$ cat src/rtl/grid_pkg.sv
`default_nettype none
// ============================================================================
// Module      : grid_pkg
// Description : Shared types and default geometry for the grid frame writer.
//               Holds the FSM state enum, the cell count, the shadow RAM
//               address width and the rgb bus width.
// Revision    : 1.0 - initial release
// ============================================================================
package grid_pkg;

  localparam int c_grid_width  = 20;
  localparam int c_grid_height = 15;
  localparam int c_b_vga       = 4;
  localparam int c_cell_count  = c_grid_width * c_grid_height;
  localparam int c_addr_width  = $clog2(c_cell_count);
  localparam int c_rgb_width   = 3 * c_b_vga;

  typedef enum logic [1:0] {
    IDLE  = 2'd0,
    ARMED = 2'd1,
    SCAN  = 2'd2,
    DONE  = 2'd3
  } grid_state_t;

endpackage
`default_nettype wire

$ cat src/rtl/cell_ram.sv
`default_nettype none
// ============================================================================
// Module      : cell_ram
// Description : Simple dual-port shadow RAM. One write port, one read port
//               with a single registered read stage. Read-first on a
//               same-address collision. Contents are never reset; only the
//               read data register is cleared by reset.
// Revision    : 1.0 - initial release
// ============================================================================
module cell_ram #(
  parameter int DEPTH      = 300,
  parameter int ADDR_WIDTH = 9,
  parameter int DATA_WIDTH = 12
) (
  input  logic                  clock,
  input  logic                  reset,
  input  logic                  wr_en,
  input  logic [ADDR_WIDTH-1:0] wr_addr,
  input  logic [DATA_WIDTH-1:0] wr_data,
  input  logic                  rd_en,
  input  logic [ADDR_WIDTH-1:0] rd_addr,
  output logic [DATA_WIDTH-1:0] rd_data
);

  logic [DATA_WIDTH-1:0] r_mem [DEPTH];

  // Storage array: written by the host port, deliberately without reset.
  always_ff @(posedge clock) begin
    if (wr_en) begin
      r_mem[wr_addr] <= wr_data;
    end
  end

  // Registered read; non-blocking semantics return the pre-write value.
  always_ff @(posedge clock or posedge reset) begin
    if (reset) begin
      rd_data <= '0;
    end else if (rd_en) begin
      rd_data <= r_mem[rd_addr];
    end
  end

endmodule
`default_nettype wire

$ cat src/rtl/grid_frame_writer.sv
`default_nettype none
// ============================================================================
// Module      : grid_frame_writer
// Description : Shadow cell grid for the matrix display. Host logic writes
//               cells at any time; a commit arms a transfer that streams the
//               whole grid in raster order on the next vsync rising edge and
//               ends with a one-cycle update pulse.
//               Optional build macro GRID_FRAME_WRITER_DIRTY_EN: only cells
//               written since their last scan are flagged with cell_en.
// Revision    : 1.0 - initial release
// ============================================================================
module grid_frame_writer
  import grid_pkg::*;
#(
  parameter int GRID_WIDTH  = c_grid_width,
  parameter int GRID_HEIGHT = c_grid_height,
  parameter int B_WIDTH     = 5,
  parameter int B_HEIGHT    = 4,
  parameter int B_VGA       = c_b_vga
) (
  input  logic                  clock,
  input  logic                  reset,
  input  logic                  wr_en,
  input  logic [B_WIDTH-1:0]    wr_x,
  input  logic [B_HEIGHT-1:0]   wr_y,
  input  logic [3*B_VGA-1:0]    wr_rgb,
  input  logic                  commit,
  input  logic                  vsync,
  output logic                  busy,
  output logic                  pending,
  output logic [B_WIDTH-1:0]    cell_x,
  output logic [B_HEIGHT-1:0]   cell_y,
  output logic [3*B_VGA-1:0]    cell_rgb,
  output logic                  cell_en,
  output logic                  update
);

  // Geometry derived from the parameters so non-default grids stay coherent.
  localparam int c_cells = GRID_WIDTH * GRID_HEIGHT;
  localparam int c_aw    = $clog2(c_cells);
  localparam int c_rgbw  = 3 * B_VGA;

  localparam logic [c_aw-1:0]    c_last_addr = c_aw'(c_cells - 1);
  localparam logic [B_WIDTH-1:0] c_last_x    = B_WIDTH'(GRID_WIDTH - 1);

  grid_state_t       r_state;
  grid_state_t       w_state_next;
  logic              w_pending_next;
  logic              r_vsync_q;
  logic              w_vsync_rise;
  logic [c_aw-1:0]   r_scan_addr;
  logic [B_WIDTH-1:0]  r_scan_x;
  logic [B_HEIGHT-1:0] r_scan_y;
  logic              w_wr_ok;
  logic [c_aw-1:0]   w_wr_addr;
  logic              w_scanning;
  logic              w_cell_sel;

  assign w_vsync_rise = vsync & ~r_vsync_q;
  assign w_scanning   = (r_state == SCAN);

  // Out-of-range coordinates would alias onto other cells, so drop them.
  assign w_wr_ok   = wr_en && (int'(wr_x) < GRID_WIDTH) && (int'(wr_y) < GRID_HEIGHT);
  assign w_wr_addr = c_aw'(wr_y) * c_aw'(GRID_WIDTH) + c_aw'(wr_x);

  cell_ram #(
    .DEPTH      (c_cells),
    .ADDR_WIDTH (c_aw),
    .DATA_WIDTH (c_rgbw)
  ) u_cell_ram (
    .clock   (clock),
    .reset   (reset),
    .wr_en   (w_wr_ok),
    .wr_addr (w_wr_addr),
    .wr_data (wr_rgb),
    .rd_en   (w_scanning),
    .rd_addr (r_scan_addr),
    .rd_data (cell_rgb)
  );

`ifdef GRID_FRAME_WRITER_DIRTY_EN
  logic [c_cells-1:0] r_dirty;

  // Dirty flags: cleared as the cell is read, set by writes; a write in the
  // same cycle as the read is assigned last so the flag survives.
  always_ff @(posedge clock or posedge reset) begin
    if (reset) begin
      r_dirty <= '0;
    end else begin
      if (w_scanning) begin
        r_dirty[r_scan_addr] <= 1'b0;
      end
      if (w_wr_ok) begin
        r_dirty[w_wr_addr] <= 1'b1;
      end
    end
  end

  assign w_cell_sel = r_dirty[r_scan_addr];
`else
  assign w_cell_sel = 1'b1;
`endif

  // State, sticky pending flag and vsync history.
  always_ff @(posedge clock or posedge reset) begin
    if (reset) begin
      r_state   <= IDLE;
      pending   <= 1'b0;
      r_vsync_q <= 1'b0;
    end else begin
      r_state   <= w_state_next;
      pending   <= w_pending_next;
      r_vsync_q <= vsync;
    end
  end

  // Next-state logic; a commit arriving with the starting edge re-arms.
  always_comb begin
    w_state_next   = r_state;
    w_pending_next = pending;
    case (r_state)
      IDLE:    if (pending) w_state_next = ARMED;
      ARMED:   if (w_vsync_rise) begin
                 w_state_next   = SCAN;
                 w_pending_next = 1'b0;
               end
      SCAN:    if (r_scan_addr == c_last_addr) w_state_next = DONE;
      DONE:    w_state_next = IDLE;
      default: w_state_next = IDLE;
    endcase
    if (commit) begin
      w_pending_next = 1'b1;
    end
  end

  // Raster scan counters; held at zero outside SCAN so every scan starts at 0.
  always_ff @(posedge clock or posedge reset) begin
    if (reset) begin
      r_scan_addr <= '0;
      r_scan_x    <= '0;
      r_scan_y    <= '0;
    end else if (w_scanning && (r_scan_addr != c_last_addr)) begin
      r_scan_addr <= r_scan_addr + 1'b1;
      if (r_scan_x == c_last_x) begin
        r_scan_x <= '0;
        r_scan_y <= r_scan_y + 1'b1;
      end else begin
        r_scan_x <= r_scan_x + 1'b1;
      end
    end else begin
      r_scan_addr <= '0;
      r_scan_x    <= '0;
      r_scan_y    <= '0;
    end
  end

  // Registered stream outputs, delayed one cycle to line up with RAM data.
  always_ff @(posedge clock or posedge reset) begin
    if (reset) begin
      busy    <= 1'b0;
      cell_en <= 1'b0;
      update  <= 1'b0;
      cell_x  <= '0;
      cell_y  <= '0;
    end else begin
      busy    <= (w_state_next == SCAN) || (w_state_next == DONE);
      cell_en <= w_scanning && w_cell_sel;
      update  <= (r_state == DONE);
      if (w_scanning) begin
        cell_x <= r_scan_x;
        cell_y <= r_scan_y;
      end
    end
  end

endmodule
`default_nettype wire
$ cat config.mk
export PLATFORM = sky130hd
export DESIGN_NAME = grid_frame_writer
export DESIGN_NICKNAME = d
export VERILOG_FILES = /design/src/rtl/grid_pkg.sv /design/src/rtl/cell_ram.sv /design/src/rtl/grid_frame_writer.sv
export SDC_FILE = /design/constraint.sdc
export NUM_CORES = 2
export LEC_CHECK = 0
export BUFFER_PORTS_ARGS = -buffer_cell sky130_fd_sc_hd__buf_2
export CAP_MARGIN = 20
export CORE_MARGIN = 5
export CORE_UTILIZATION = 60
export CTS_BUF_LIST = sky130_fd_sc_hd__clkbuf_16
export DETAILED_ROUTE_END_ITERATION = 10
export PLACE_DENSITY = 0.75
export SLEW_MARGIN = 20
export SYNTH_ARGS = -nofsm -noshare
export SYNTH_HDL_FRONTEND = slang
export SYNTH_SLANG_ARGS = --single-unit
$ cat constraint.sdc
create_clock -name clock -period 5.4 [get_ports clock]
set_input_delay 1.08 -clock clock [delete_from_list [all_inputs] [get_ports clock]]
set_output_delay 1.08 -clock clock [all_outputs]
set_load 0.01 [all_outputs]
=== After elaboration in Yosys (flattened, before gate mapping) ===
Memory sizes are Yosys's and may differ from the RTL's. A register that Yosys moved wholly into a read port is not among the register bits.
Index checks and enable logic that the tools add are counted.

* Flip-flop bits (word level): 34
* Memory bits (writable): 3600
* Output and inout bits: 25
* Logic and storage cells: 52
* Memories: 1

* Add/sub/neg operators: 4
* $mul: 1
* Magnitude comparators: 2
* Equal/unequal tests: 9
* Mux-type cells: 14
* Bitwise gates (word level): 2
* Reductions and logical operators: 8

{| class="wikitable"
|+ Memories
! memory !! depth !! bits a word !! rd ports !! clocked after Yosys merged registers in !! write ports !! line !! text
|-
| u_cell_ram.r_mem || 300 || 12 || 1 || 1 || 1 || cell_ram.sv:25 || <nowiki>logic [DATA_WIDTH-1:0] r_mem [DEPTH];</nowiki>
|}

{| class="wikitable"
|+ Operators with widths
! cell !! count
|-
| two-way mux 5 bit || 2
|-
| adder 9 x 1 -> 9 bit, second input constant || 1
|-
| adder 9 x 5 -> 9 bit || 1
|-
| == test 9 bit, second input constant || 1
|-
| two-way mux 9 bit || 1
|-
| != test 9 bit, second input constant || 1
|-
| == test 2 bit, second input constant || 4
|-
| two-way mux 4 bit || 2
|-
| one-hot mux 2 bit (4 select lines) || 1
|-
| multiplier 4 x 3 -> 7 bit, second input constant || 1
|-
| two-way mux 2 bit || 3
|-
| adder 5 x 1 -> 5 bit, second input constant || 1
|-
| == test 5 bit, second input constant || 1
|-
| less-than comparator 5 bit, second input constant || 1
|-
| two-way mux 1 bit || 5
|-
| adder 4 x 1 -> 4 bit, second input constant || 1
|-
| less-than comparator 4 bit, second input constant || 1
|-
| nonzero test 2 bit || 2
|-
| logical AND 1 bit || 3
|-
| == test 2 x 1 -> 1 bit, second input constant || 1
|-
| zero test 2 bit || 1
|-
| != test 2 x 1 -> 1 bit, second input constant || 1
|-
| AND reduction 2 bit || 1
|-
| AND 1 bit || 1
|-
| 2 further kinds || 2
|}

=== Depth between registers and ports, before layout ===
* Depth in word-level cells: 6
* Mapped depth: 13
* Gate-level depth less buffers: 9

=== Cells and area by module ===
A second synthesis with hierarchy kept.

* Cells, all modules: 6140
* Area total of the unflattened synthesis: 140404.7 sq um

{| class="wikitable"
|+ Modules (own cells, without submodules)
! module !! times used !! cells each !! area an instance (sq um) !! sequential area each (sq um)
|-
| cell_ram || 1 || 5975 || 138725.5 || 108404.0
|-
| grid_frame_writer || 1 || 165 || 1679.1 || 825.8
|}

=== Worst setup path before layout ===
Ideal clock, no wire load.

* Path kind: input to register
* From: input port wr_y[1]
* To: memory u_cell_ram.r_mem[121][0] (enable)
* Setup time: 0.380 ns
* Arrival: 3.656 ns
* Data required time: 5.020 ns
* Path slack: 1.364 ns
* Stages on the path: 10
* Cells stage by stage: ha_1 > ha_1 > fa_1 > nand2_1 > nor2_1 > xnor2_1 > nor2_1 > nand2_1 > clkbuf_1 > nor2_1

* Word-level cells in the longest chain between the ends: 4
* Elaborated cells on any way between the ends: 6

{| class="wikitable"
|+ Ends and longest elaborated chain
! item !! line !! text
|-
| start: declaration || grid_frame_writer.sv:25 || <nowiki>input logic [B_HEIGHT-1:0] wr_y,</nowiki>
|-
| branches (longest 4 deep; another with adder 9 x 5 -> 9 bit) || - ||
|-
| end: declaration || cell_ram.sv:25 ||
|}

Parallel ways; which one is timed is not known.

==> impl_metrics.csv <==
group,metric,value,unit
status,outcome,"complete, no violations",
cts,worstSkewPairLatency,0.97,ns
place,pre_cts_slack,0.832,ns
global_routing,grt-ovfl-total,0,
cts,post-cts-setup-buffer-count,0,
die,start_util,0.601,
route,viasPerCell,7.02,
sta,fin_skew,0.0445,ns
die,rows,178,
setup_path,start_kind,"register",
cts,cts_tree,"yes",
die,die_h,495,um
cts,cts.hold.buffers_added,0,
setup_path,critical_path_peak_fanout,65,
die,boundaryPins,51,
cts,clockBufferDepth,4,
route,wl_per_cell,36.3,um
cells_and_area,nFillCells,13900,
power_and_ir_drop,vdd_drop_max,0.378,mV
sta,drv_slew,0,
sta,hold_ws,0.229,ns
synth,netlist_instances,6522,
sta,fin_crit,4.80,ns
synth,synthTopCellsByArea,"edfxtp_1, mux4_2, mux2i_1",
cts,cts-htree-levels,5,
cells_and_area,syn2layout_area_growth,13.3,%
route,drtIter0Drc,13700,
synth,synth_common_cells,"edfxtp_1, mux4_2, nor2_1",
setup_path,worstSetupEndpointType,"register",
synth,synth-seq-cells,3645,
die,die-area,245000,um2
cts,cts.sinks,3645,
synth,synthMostInstantiatedCell,"edfxtp_1",
place,place.port_buffers,50,
synth,synthFlopType,"edfxtp_1",
sta,fmax,208,MHz
job,max-cap-violations,0,
synth,synth_nets,6560,
sta,tightest_slew,1.27,ns
die,fp.dieW,495,um
place,gp_congestion,0.962,
sta,setup_slack,0.602,ns
sta,tns,0,ns
global_routing,grtUsageTotal,0.317,
route,drc,0,
route,finalWirelength,385000,um
sta,setup_viol,0,
cells_and_area,final-instance-count-excl-fill,10600,
cts,cts_root_buf,"clkbuf_16",
min_path,hold_path_class,"in2async",
place,dp.final_hpwl,231000,um
route,vias,74600,
route,dr.pass1.iters,7,
sta,slew-limit-headroom,0.145,
cts,ctsResizeCount,0,
global_routing,grt_pass1_vias,72800,
cts,clk_pin_slew,0.06,ns
setup_path,required,6.19,ns
synth,synth_top_area_share,0.766,
setup_path,arrival,5.58,ns
route,postRouteAntennaNets,0,
synth,yosys_warnings,0,
cts,cts_made_buffers,359,
setup_path,r2r_setup_slack,0.60,ns
synth,synth_largest_area_cell,"edfxtp_1",
power_and_ir_drop,cellPowerDensity,374,nW/um2
synth,async_reset_ff_frac,0.0123,
synth,synth-seq-area-share,0.774,
synth,synth_edf_count,3600,
die,core_area,235000,um2
cells_and_area,drive_gt1_frac,0.284,
global_routing,antenna_found_initial,22,
sta,period_share,0.888,
cells_and_area,fin_nets,7235,
setup_path,worstSetupPathType,"reg2reg",
synth,netlist_area,141000,um2
synth,ys_types,80,
sta,hold_violations,0,
sta,rsz0062_at_grt,"false",
global_routing,grt_pass1_wl,547000,um
place,post-place-cells,9985,
global_routing,grt_max_degree,144,
power_and_ir_drop,power.leakage,50.2,nW
synth,post_synth.cell_area_avg,21.6,um2
[flip-flops by register name, indices dropped and copies added (netlist names)]
register and flops:
busy 1, cell_en 1, cell_x 5, cell_y 4, pending 1, r_scan_addr 9
r_scan_x 5, r_scan_y 4, r_state 1, r_vsync_q 1, u_cell_ram.r_mem 3600, u_cell_ram.rd_data 12
update 1
[critical path, cell delays in order (launching register included)]
cell and delay, ns:
dfrtp_4 1.13, buf_12 0.43, mux4_2 0.57, mux2i_1 0.34
o2111ai_1 0.28, a31oi_1 0.64, nand4_1 0.38, nand4_1 0.52
a31oi_1 0.17
[cells in the final DEF, fill, tap and decap left out, drive strengths merged, types with 13 or more instances in the layout]
master	count
nor2	367
dfrtp	45
mux2	44
o22ai	56
nor2b	16
a22oi	64
a211oi	24
bufinv	25
nor3	22
a31oi	28
a221oi	41
a21oi	100
a22o	18
xnor2	13
o221ai	30
clkinv	139
diode	19
nand3	37
o211ai	23
buf	693
mux2i	279
o21ai	70
inv	96
mux4	849
edfxtp	3600
nand2	226
clkbuf	365
and3	13
[layout make-up]
class / instances / area [um2] / area share
clock buffers: 365 / 9130 / 0.0571
diodes: 19 / 47.5 / 0.000297
inverters: 10 / 52.6 / 0.000329
clock inverters: 260 / 1820 / 0.0114
flip-flops and latches: 3645 / 109000 / 0.683
repair buffers: 693 / 5880 / 0.0368
multi-input cells: 2488 / 29800 / 0.186
well taps: 3150 / 3940 / 0.0246
[metrics by stage]
stage	area [um2]	utilization	power, mW
2_1_floorplan	141000	-	34.8
6_report	160000	0.681	59.8
3_5_place_dp	149000	0.634	36.7
4_1_cts	160000	0.681	59.9
5_1_grt	160000	0.681	61.4
3_3_place_gp	149000	0.634	36.6
[cell families (layout without fill, tap and decap cells)]
logic type      Yosys count  in the layout  share of synthesized area
xor+xnor                 21             21                    0.00130
mux                    1172           1172                      0.159
fa+ha+maj                12             12                    0.00117
compound gates          548            548                     0.0272
other cells               0             19                          0
buf+inv                 389           1328                     0.0159
simple gates            735            735                     0.0218
flops                  3645           3645                      0.774
[path summary, 6_finish.rpt]
path / from / end / cells after the start
worst min-delay path: reset / cell_x[4] / 2
min in group clock: vsync / r_vsync_q / 1
worst min register to register: cell_y[1] / cell_y[1] / 2
worst max-delay path: r_scan_addr[1] / u_cell_ram.rd_data[10] / 8
max in group asynchronous: reset / r_scan_addr[2] / 2
worst max register to register: r_scan_addr[1] / u_cell_ram.rd_data[10] / 8
[layer usage]
layer | track usage | vias to the layer above | share of wire
met5 | 0 | - | 0.00020
met4 | 0.139 | 12 | 0.052
met3 | 0.0890 | 992 | 0.14
met2 | 0.466 | 6369 | 0.45
met1 | 0.456 | 38600 | 0.35
li1 | - | 28700 | -
[power breakdown]
group	internal, mW	leakage, nW	total (mW)	switching (mW)
clock	13.4	5.67	23.6	10.2
sequential	31.2	32.9	31.4	0.176
combinational	1.98	11.6	4.75	2.77
total	46.6	50.2	59.8	13.2
No activity file was read; power rests on OpenSTA's default activity.
